$ cat config.mk
export PLATFORM = sky130hd
export DESIGN_NAME = data_cache_flat
export DESIGN_NICKNAME = d
export VERILOG_FILES = /design/src/rtl/dcache_pkg.sv /design/src/rtl/data_cache_if.sv /design/src/rtl/dcache_storage.sv /design/src/rtl/data_cache.sv /design/src/flat_wrapper.sv
export SDC_FILE = /design/constraint.sdc
export NUM_CORES = 1
export LEC_CHECK = 0
export ABC_AREA = 1
export BUFFER_PORTS_ARGS = -buffer_cell sky130_fd_sc_hd__buf_2
export CORE_ASPECT_RATIO = 0.8
export CORE_MARGIN = 5
export CORE_UTILIZATION = 40
export DETAILED_ROUTE_END_ITERATION = 8
export PLACE_DENSITY_LB_ADDON = 0.1
export SKIP_LAST_GASP = 1
export SLEW_MARGIN = 15
export SYNTH_ARGS = -nofsm -noshare
export SYNTH_HDL_FRONTEND = slang
export SYNTH_SLANG_ARGS = --single-unit
$ cat constraint.sdc
create_clock -name CLK -period 7.9 [get_ports CLK]
set_clock_uncertainty 0.05 [all_clocks]
set_input_delay 1.975 -clock CLK [delete_from_list [all_inputs] [get_ports CLK]]
set_output_delay 1.975 -clock CLK [all_outputs]
set_load 0.01 [all_outputs]
$ cat src/rtl/dcache_pkg.sv
// Shared geometry, address-field positions and controller state encoding
// for the direct-mapped write-back data cache.
package dcache_pkg;

    localparam int ADDR_W     = 8;
    localparam int INDEX_W    = 3;
    localparam int OFFSET_W   = 2;
    localparam int TAG_W      = ADDR_W - INDEX_W - OFFSET_W;
    localparam int LINES      = 1 << INDEX_W;
    localparam int LINE_BYTES = 1 << OFFSET_W;
    localparam int LINE_W     = 8 * LINE_BYTES;
    localparam int MEM_ADDR_W = TAG_W + INDEX_W;

    localparam int OFFSET_LSB = 0;
    localparam int INDEX_LSB  = OFFSET_W;
    localparam int TAG_LSB    = OFFSET_W + INDEX_W;

    typedef enum logic [1:0] {
        IDLE      = 2'd0,
        WRITEBACK = 2'd1,
        ALLOCATE  = 2'd2
    } state_t;

endpackage

$ cat src/rtl/data_cache_if.sv
// CPU-side and memory-side bus of the data cache; the cache is the slave,
// the CPU/memory pair driving it is the master.
interface data_cache_if;
    import dcache_pkg::*;

    logic                  READ;
    logic                  WRITE;
    logic [ADDR_W-1:0]     ADDRESS;
    logic [7:0]            WRITEDATA;
    logic [7:0]            READDATA;
    logic                  BUSYWAIT;

    logic                  MEM_READ;
    logic                  MEM_WRITE;
    logic [MEM_ADDR_W-1:0] MEM_ADDRESS;
    logic [LINE_W-1:0]     MEM_WRITEDATA;
    logic [LINE_W-1:0]     MEM_READDATA;
    logic                  MEM_BUSYWAIT;

    modport slave (
        input  READ, WRITE, ADDRESS, WRITEDATA, MEM_READDATA, MEM_BUSYWAIT,
        output READDATA, BUSYWAIT, MEM_READ, MEM_WRITE, MEM_ADDRESS, MEM_WRITEDATA
    );

    modport master (
        output READ, WRITE, ADDRESS, WRITEDATA, MEM_READDATA, MEM_BUSYWAIT,
        input  READDATA, BUSYWAIT, MEM_READ, MEM_WRITE, MEM_ADDRESS, MEM_WRITEDATA
    );

endinterface

$ cat src/rtl/dcache_storage.sv
// Line storage: data/tag arrays (never reset) plus valid/dirty bits that
// clear asynchronously. One byte-write port, one line-refill port, async read.
module dcache_storage
    import dcache_pkg::*;
(
    input  logic                CLK,
    input  logic                RESET,
    input  logic [INDEX_W-1:0]  i_index,
    input  logic [OFFSET_W-1:0] i_offset,
    input  logic                i_byte_we,
    input  logic [7:0]          i_byte_wdata,
    input  logic                i_fill_we,
    input  logic [TAG_W-1:0]    i_fill_tag,
    input  logic [LINE_W-1:0]   i_fill_data,
    input  logic                i_clean,
    output logic                o_valid,
    output logic                o_dirty,
    output logic [TAG_W-1:0]    o_tag,
    output logic [LINE_W-1:0]   o_line,
    output logic [7:0]          o_byte
);

    logic [LINES-1:0]           r_valid;
    logic [LINES-1:0]           r_dirty;
    logic [TAG_W-1:0]           r_tag  [LINES];
    logic [LINE_BYTES-1:0][7:0] r_data [LINES];

    // A refill always leaves the line clean, even if a byte write were pending.
    always_ff @(posedge CLK or negedge RESET) begin
        if (!RESET) begin
            r_valid <= '0;
            r_dirty <= '0;
        end else if (i_fill_we) begin
            r_valid[i_index] <= 1'b1;
            r_dirty[i_index] <= 1'b0;
        end else if (i_byte_we) begin
            r_dirty[i_index] <= 1'b1;
        end else if (i_clean) begin
            r_dirty[i_index] <= 1'b0;
        end
    end

    always_ff @(posedge CLK) begin
        if (i_fill_we) begin
            r_data[i_index] <= i_fill_data;
            r_tag[i_index]  <= i_fill_tag;
        end else if (i_byte_we) begin
            r_data[i_index][i_offset] <= i_byte_wdata;
        end
    end

    assign o_valid = r_valid[i_index];
    assign o_dirty = r_dirty[i_index];
    assign o_tag   = r_tag[i_index];
    assign o_line  = r_data[i_index];
    assign o_byte  = r_data[i_index][i_offset];

endmodule

$ cat src/rtl/data_cache.sv
// Direct-mapped, write-back, write-allocate data cache: hit detection and the
// IDLE/WRITEBACK/ALLOCATE miss controller around dcache_storage.
module data_cache
    import dcache_pkg::*;
#(
    parameter int ADDR_W   = 8,
    parameter int INDEX_W  = 3,
    parameter int OFFSET_W = 2
) (
    input  logic        CLK,
    input  logic        RESET,
    data_cache_if.slave bus
);

    localparam int TAG_W = ADDR_W - INDEX_W - OFFSET_W;

    state_t                r_state;
    state_t                w_next_state;

    logic [TAG_W-1:0]      w_tag;
    logic [INDEX_W-1:0]    w_index;
    logic [OFFSET_W-1:0]   w_offset;

    logic                  w_valid;
    logic                  w_dirty;
    logic [TAG_W-1:0]      w_line_tag;
    logic [LINE_W-1:0]     w_line;
    logic [7:0]            w_byte;

    logic                  w_hit;
    logic                  w_req;
    logic                  w_wr;
    logic                  w_idle_hit;
    logic                  w_byte_we;
    logic                  w_fill_we;
    logic                  w_clean;

    logic                  w_mem_read;
    logic                  w_mem_write;
    logic [MEM_ADDR_W-1:0] w_mem_addr;
    logic [LINE_W-1:0]     w_mem_wdata;

    assign w_tag    = bus.ADDRESS[ADDR_W-1 -: TAG_W];
    assign w_index  = bus.ADDRESS[OFFSET_W +: INDEX_W];
    assign w_offset = bus.ADDRESS[OFFSET_W-1:0];

    // READ takes priority when both strobes are high.
    assign w_req      = bus.READ | bus.WRITE;
    assign w_wr       = bus.WRITE & ~bus.READ;
    assign w_hit      = w_valid && (w_line_tag == w_tag);
    assign w_idle_hit = (r_state == IDLE) && w_hit;
    assign w_byte_we  = w_wr && w_idle_hit;

    dcache_storage u_storage (
        .CLK          (CLK),
        .RESET        (RESET),
        .i_index      (w_index),
        .i_offset     (w_offset),
        .i_byte_we    (w_byte_we),
        .i_byte_wdata (bus.WRITEDATA),
        .i_fill_we    (w_fill_we),
        .i_fill_tag   (w_tag),
        .i_fill_data  (bus.MEM_READDATA),
        .i_clean      (w_clean),
        .o_valid      (w_valid),
        .o_dirty      (w_dirty),
        .o_tag        (w_line_tag),
        .o_line       (w_line),
        .o_byte       (w_byte)
    );

    always_ff @(posedge CLK or negedge RESET) begin
        if (!RESET) begin
            r_state <= IDLE;
        end else begin
            r_state <= w_next_state;
        end
    end

    // Once a transfer starts it runs to completion even if the CPU drops its request.
    always_comb begin
        w_next_state = r_state;
        w_mem_read   = 1'b0;
        w_mem_write  = 1'b0;
        w_mem_addr   = '0;
        w_mem_wdata  = '0;
        w_fill_we    = 1'b0;
        w_clean      = 1'b0;
        case (r_state)
            IDLE: begin
                if (w_req && !w_hit) begin
                    w_next_state = (w_valid && w_dirty) ? WRITEBACK : ALLOCATE;
                end
            end
            WRITEBACK: begin
                w_mem_write = 1'b1;
                w_mem_addr  = {w_line_tag, w_index};
                w_mem_wdata = w_line;
                if (!bus.MEM_BUSYWAIT) begin
                    w_next_state = ALLOCATE;
                    w_clean      = 1'b1;
                end
            end
            ALLOCATE: begin
                w_mem_read = 1'b1;
                w_mem_addr = bus.ADDRESS[ADDR_W-1:OFFSET_W];
                if (!bus.MEM_BUSYWAIT) begin
                    w_next_state = IDLE;
                    w_fill_we    = 1'b1;
                end
            end
            default: begin
                w_next_state = IDLE;
            end
        endcase
    end

    // RESET gating keeps the CPU outputs quiet while reset is held with a request pending.
    assign bus.BUSYWAIT      = RESET && w_req && !w_idle_hit;
    assign bus.READDATA      = (RESET && bus.READ && w_idle_hit) ? w_byte : 8'h00;
    assign bus.MEM_READ      = w_mem_read;
    assign bus.MEM_WRITE     = w_mem_write;
    assign bus.MEM_ADDRESS   = w_mem_addr;
    assign bus.MEM_WRITEDATA = w_mem_wdata;

endmodule

$ cat src/flat_wrapper.sv
// flat-port wrapper written by rule: the top's interface ports become plain ports
module data_cache_flat import dcache_pkg::*;
#(
    parameter int ADDR_W   = 8,
    parameter int INDEX_W  = 3,
    parameter int OFFSET_W = 2
)
  (CLK, RESET, bus_READ, bus_WRITE, bus_ADDRESS, bus_WRITEDATA, bus_MEM_READDATA, bus_MEM_BUSYWAIT, bus_READDATA, bus_BUSYWAIT, bus_MEM_READ, bus_MEM_WRITE, bus_MEM_ADDRESS, bus_MEM_WRITEDATA);
  data_cache_if bus_i ();
  input  logic CLK;
  input  logic RESET;
  input wire logic [$bits(bus_i.READ)-1:0] bus_READ;
  input wire logic [$bits(bus_i.WRITE)-1:0] bus_WRITE;
  input wire logic [$bits(bus_i.ADDRESS)-1:0] bus_ADDRESS;
  input wire logic [$bits(bus_i.WRITEDATA)-1:0] bus_WRITEDATA;
  input wire logic [$bits(bus_i.MEM_READDATA)-1:0] bus_MEM_READDATA;
  input wire logic [$bits(bus_i.MEM_BUSYWAIT)-1:0] bus_MEM_BUSYWAIT;
  output wire logic [$bits(bus_i.READDATA)-1:0] bus_READDATA;
  output wire logic [$bits(bus_i.BUSYWAIT)-1:0] bus_BUSYWAIT;
  output wire logic [$bits(bus_i.MEM_READ)-1:0] bus_MEM_READ;
  output wire logic [$bits(bus_i.MEM_WRITE)-1:0] bus_MEM_WRITE;
  output wire logic [$bits(bus_i.MEM_ADDRESS)-1:0] bus_MEM_ADDRESS;
  output wire logic [$bits(bus_i.MEM_WRITEDATA)-1:0] bus_MEM_WRITEDATA;
  assign bus_i.READ = bus_READ;
  assign bus_i.WRITE = bus_WRITE;
  assign bus_i.ADDRESS = bus_ADDRESS;
  assign bus_i.WRITEDATA = bus_WRITEDATA;
  assign bus_i.MEM_READDATA = bus_MEM_READDATA;
  assign bus_i.MEM_BUSYWAIT = bus_MEM_BUSYWAIT;
  assign bus_READDATA = bus_i.READDATA;
  assign bus_BUSYWAIT = bus_i.BUSYWAIT;
  assign bus_MEM_READ = bus_i.MEM_READ;
  assign bus_MEM_WRITE = bus_i.MEM_WRITE;
  assign bus_MEM_ADDRESS = bus_i.MEM_ADDRESS;
  assign bus_MEM_WRITEDATA = bus_i.MEM_WRITEDATA;
  data_cache #(.ADDR_W(ADDR_W), .INDEX_W(INDEX_W), .OFFSET_W(OFFSET_W)) u_core (.CLK(CLK), .RESET(RESET), .bus(bus_i));
endmodule
# After elaboration in Yosys (flattened, before gate mapping)
# Memories as Yosys holds them, arrays and structs flattened.
# Index checks and enable logic that the tools add are counted.
[classes]
order_cmp = 4
reduce_logical = 16
n_bitwise = 39
muxes = 63
n_eq_ne = 6
[ops]
columns = ["cell", "n"]
rows = [
  ["2-to-1 mux 32 bit", 2],
  ["2-to-1 mux 8 bit", 6],
  ["2-to-1 mux 1 bit", 44],
  ["OR 1 bit", 33],
  ["binary-select mux 8 bit (select 2 bit)", 1],
  ["demux 8 bit (select 2 bit)", 1],
  ["OR 8 bit", 2],
  ["one-hot mux 6 bit (2 select lines)", 1],
  ["logical AND 1 bit", 11],
  ["AND 8 bit", 1],
  ["2-to-1 mux 2 bit", 4],
  ["NOT 8 bit", 1],
  ["binary-select mux 1 bit (select 3 bit)", 2],
  ["!= test 2 bit, second input constant", 3],
  ["one-hot mux 2 bit (3 select lines)", 1],
  ["< comparator 3 x 4 -> 1 bit, second input constant", 1],
  ["demux 1 bit (select 3 bit)", 1],
  ["== test 3 bit", 1],
  ["greater-or-equal comparator 3 x 1 -> 1 bit, second input constant", 1],
  ["< comparator 2 x 3 -> 1 bit, second input constant", 1],
  ["AND reduction 3 bit", 1],
  ["nonzero test 3 bit", 1],
  ["== test 2 x 1 -> 1 bit, second input constant", 1],
  ["== test 2 bit, second input constant", 1],
  ["5 further kinds", 6],
]
[word_totals]
n_memories = 2
word_cells = 133
mem_bits_rw = 280
input_bits = 53
ff_bits = 18
[mem_list]
columns = ["name", "depth", "word_bits", "read_ports", "rd_clocked_by_memory_dff", "write_ports", "line", "rtl"]
rows = [
  ["u_core.u_storage.r_data", 8, 32, 1, 0, 1, "dcache_storage.sv:26", "logic [LINE_BYTES-1:0][7:0] r_data [LINES];"],
  ["u_core.u_storage.r_tag", 8, 3, 1, 0, 1, "dcache_storage.sv:25", "logic [TAG_W-1:0] r_tag [LINES];"],
]

# Logic depth before layout (Yosys ltp)
[depth]
ltp_word = 9
ltp_mapped = 16
ltp_nobuf = 15

# Hierarchy
# From an unflattened synthesis, not the netlist that was laid out.
[hier_totals]
hier_cells = 1483
hier_area_um2 = 13699.4
[by_module_without_submodules]
columns = ["module", "n_inst", "seq_area_each_um2", "cells_each", "area_each_um2"]
rows = [
  ["dcache_storage", 1, 8808.4, 1331, 13005.0],
  ["data_cache", 1, 50.0, 152, 694.4],
]

# Least setup slack after synthesis
# Ideal clock, no wire load.
[synth_timing]
path_kind = "input-to-output"
startpoint = "in bus_ADDRESS[4]"
endpoint = "out bus_READDATA[4]"
slack_ps = 2466
n_path_buf = 3
cell_stages = 12
t_arrival_ps = 3409
required_time_ps = 5875
cell_sequence = "buf_4 -> inv_2 -> nand3_2 -> inv_1 -> buf_2 -> clkbuf_1 -> nand2_1 -> nand4_1 -> inv_1 -> o21ai_0 -> nor2_1 -> nor2_1"
[synth_via]
elab_chain_len = 6
[synth_lines]
columns = ["element", "line", "rtl"]
rows = [
  ["from (decl)", "flat_wrapper.sv:14", "input wire logic [$bits(bus_i.ADDRESS)-1:0] bus_ADDRESS;"],
  ["memory read (8 x 3 bit) / binary-select mux 1 bit (select 3 bit) (equally long branches)", "-", ""],
  ["== test 3 bit / 2-to-1 mux 1 bit (equally long branches)", "data_cache.sv:50, dcache_storage.sv:52", ""],
  ["logical AND 1 bit", "data_cache.sv:50", "assign w_hit = w_valid && (w_line_tag == w_tag);"],
  ["logical AND 1 bit", "data_cache.sv:51", "assign w_idle_hit = (r_state == IDLE) && w_hit;"],
  ["logical AND 1 bit", "data_cache.sv:120", "assign bus.READDATA = (RESET && bus.READ && w_idle_hit) ? w_byte : 8'h00;"],
  ["2-to-1 mux 8 bit *", "data_cache.sv:120", ""],
  ["to (decl)", "flat_wrapper.sv:18", "output wire logic [$bits(bus_i.READDATA)-1:0] bus_READDATA;"],
]
# Mark *: on every way between the ends. The rest lies on a longest branch, timed or not. The select of a mux whose other input is x is not followed.

# Worst setup path after layout
[layout_timing]
startpoint = "in bus_ADDRESS[2]"
endpoint = "out bus_READDATA[7]"
# The elaborated chain is that of the path after synthesis.

==> flow_summary.yaml <==
grt:
  grt_usage_pct: 20.9
  grt_overflow: 0
  antenna_found_initial: 0
  grt_pass1_wl_um: 56700
  grt_pass1_vias: 8930
  grt_max_degree: 41
synthesis:
  ys_warn_count: 0
  synth.area.top_cells: "edfxtp_1, nand2_1, inv_1"
  synth_largest_area_cell: "edfxtp_1"
  ys_seq_area_share_pct: 68.1
  synthXorXnorAreaFrac_pct: 0
  avgSynthCellArea_sq_um: 10.9
  synth_compound_area_share_pct: 7.25
  synth_top_area_share_pct: 64.7
  synth.area.mux_share_pct: 0
  synth_top_family_by_area: "simple AND/OR/NAND/NOR gates"
  synth_seq_cells: 298
  syn_area_sq_mm: 0.0130
  synth-simple-area-share_pct: 18.0
  synth_cell_types: 33
  syn-num-nets: 1250
  syn_inst: 1194
  yosys.area_share.adder_pct: 0.289
pwr:
  p_per_area_mw_per_mm2: 235
  leakagePower_nw: 6.07
  ir_drop_mv: 0.150
clock_network:
  clock_path_buffers: 3
  cts_tree: "yes"
  post_cts_buffers: 0
  ctsHoldBuffers: 0
  clock_latency_ns: 0.56
  clock_tree.root_cell: "clkbuf_16"
  cts_resized: 0
  htreeDepth: 1
  cts_buffers: 29
  cts_sinks: 298
  clk_pin_slew_worst_paths_ns: 0.06
layout:
  final_util_pct: 45.7
  syn2layout_area_growth_pct: 13.7
  drive_gt1_share_pct: 13.9
  nNetsFinal: 1349
  diodes: 0
  layout_commonest_cell: "nand2_1"
  final_cell_mix: "nand2_1, edfxtp_1, inv_1"
critical_path:
  crit_required_ns: 5.88
  critPathKind: "in -> out"
  crit_path_end_kind: "output pin"
  cp_data_arrival_time_ns: 4.79
  crit_path_start: "bus_ADDRESS[2]"
  cp_max_fo: 27
  r2r_start: "u_core.u_storage.r_tag[5][2]"
  start_kind: "primary input"
detailed_routing:
  routed_wl_um: 38100
  drc: 0
  drt_pass1_iterations: 5
  vias_per_cell: 5.16
  postRouteAntennaNets: 0
  drt-wirelength-per-cell_um: 21.9
  dr_total_vias: 8960
  drt-initial-drc-count: 852
timing:
  worst_slew_pin_slew_ns: 1.11
  slew_headroom_pct: 25.5
  rsz0062_at_grt: "false"
  clock.fmax_ghz: 0.147
  period_needed_ns: 6.81
  setup_viol: 0
  hold_viol: 0
  tns_ns: 0
  whs_ns: 0.421
  maxSlewViolCount: 0
  fin_crit_sh_pct: 86.2
die:
  placementRows: 59
  core_area_sq_mm: 0.0323
  initial_core_util_pct: 40.2
  fp.dieW_um: 212
  die_h_um: 171
  io_pins: 102
  die_area_sq_mm: 0.0362
placed_design:
  hpwlAfterDp_um: 24800
  gp_congestion: 0.820
  io_buffers: 101
min_path:
  hold_path_class: "reg -> reg"
job:
  drv_cap: 0
status:
  outcome: "finished, final reports clean"
power breakdown:
part / total, mW / internal (mW) / switching [mW] / leakage [nW]
Combinational: 0.391 / 0.105 / 0.286 / 2.92
Clock: 1.28 / 0.699 / 0.579 / 0.416
Sequential: 1.81 / 1.79 / 0.0163 / 2.73
sequential cells by signal, summed over array words and instances, names as in the netlist, named ones only:
register                  count
u_core.u_storage.r_data     256
u_core.u_storage.r_tag       24
u_core.u_storage.r_valid      8
u_core.r_state                2
cell type report:
type / count / area, sq um
Tap cell: 427 / 534
Sequential cell: 298 / 8860
Fill cell: 3094 / 17600
Clock inverter: 14 / 91.3
Timing Repair Buffer: 118 / 658
Multi-Input combinational cell: 700 / 3340
Inverter: 146 / 551
Clock buffer: 35 / 748
path summary, 6_finish.rpt:
check	slack [ns]	depth (start not counted)	endpoint
hold reg to reg	0.42	2	flip-flop
min in group asynchronous	1.33	1	u_core.u_storage.r_valid[3]
max in group asynchronous	6.12	1	async pin
hold / removal	0.42	2	flip-flop
setup / recovery	1.09	14	bus_READDATA[7]
setup reg to reg	4.80	13	u_core.u_storage.r_data[3][26]
worst max-delay path, stage by stage:
cell	delay, ns
buf_2	0.49
inv_4	0.22
nand2_1	0.14
nand2_1	0.06
nand2_1	0.05
nand2_1	0.05
nand2_1	0.08
nand2_1	0.08
nand2_1	0.06
nand3_1	0.12
nor2_2	0.40
nand3_1	0.60
nor2_1	0.28
buf_2	0.16
cells by family (layout without fill, tap and decap cells):
logic type / after synthesis / count (layout)
AO/OA/AOI/OAI: 129 / 129
AND/OR/NAND/NOR: 568 / 568
buffers and inverters: 196 / 313
flip-flops: 298 / 298
adder cells (fa/ha/maj): 3 / 3
stage by stage:
stage | cell area, sq um | power [mW] | setup slack (ns) | std cells
floorplan | 13000 | 2.07 | 2.47 | 1194
detailed placement | 13900 | 2.23 | 1.14 | 1689
global placement | 13900 | 2.23 | 1.13 | 1689
CTS | 14800 | 3.50 | 1.13 | 1738
global route | 14800 | 3.61 | 0.789 | 1738
finish | 14800 | 3.48 | 1.09 | 1738
cells in the mapped netlist (all sizes together):
library cell / instances
a22oi: 21
clkbuf: 22
a211oi: 5
dfrtp: 18
inv: 143
nand4: 26
nand2: 393
nor2: 81
o21bai: 4
nand3: 58
a31oi: 4
or2: 1
nor3: 5
buf: 28
ha: 3
and3: 4
clkinv: 3
a21oi: 24
a22o: 43
o21ai: 19
edfxtp: 280
a221oi: 9
routing by layer:
layer  vias to the layer above  track usage (%)  share of wire (%)  wire [um]
li1                       4247                -                  -          -
met1                      4327             30.7                 46      17500
met2                       323             32.5                 45      17100
met3                        63             3.98                6.4       2430
met4                         0             5.26                2.8       1080
met5                         -                0                  0          0
(Power assumes the default switching activity.)
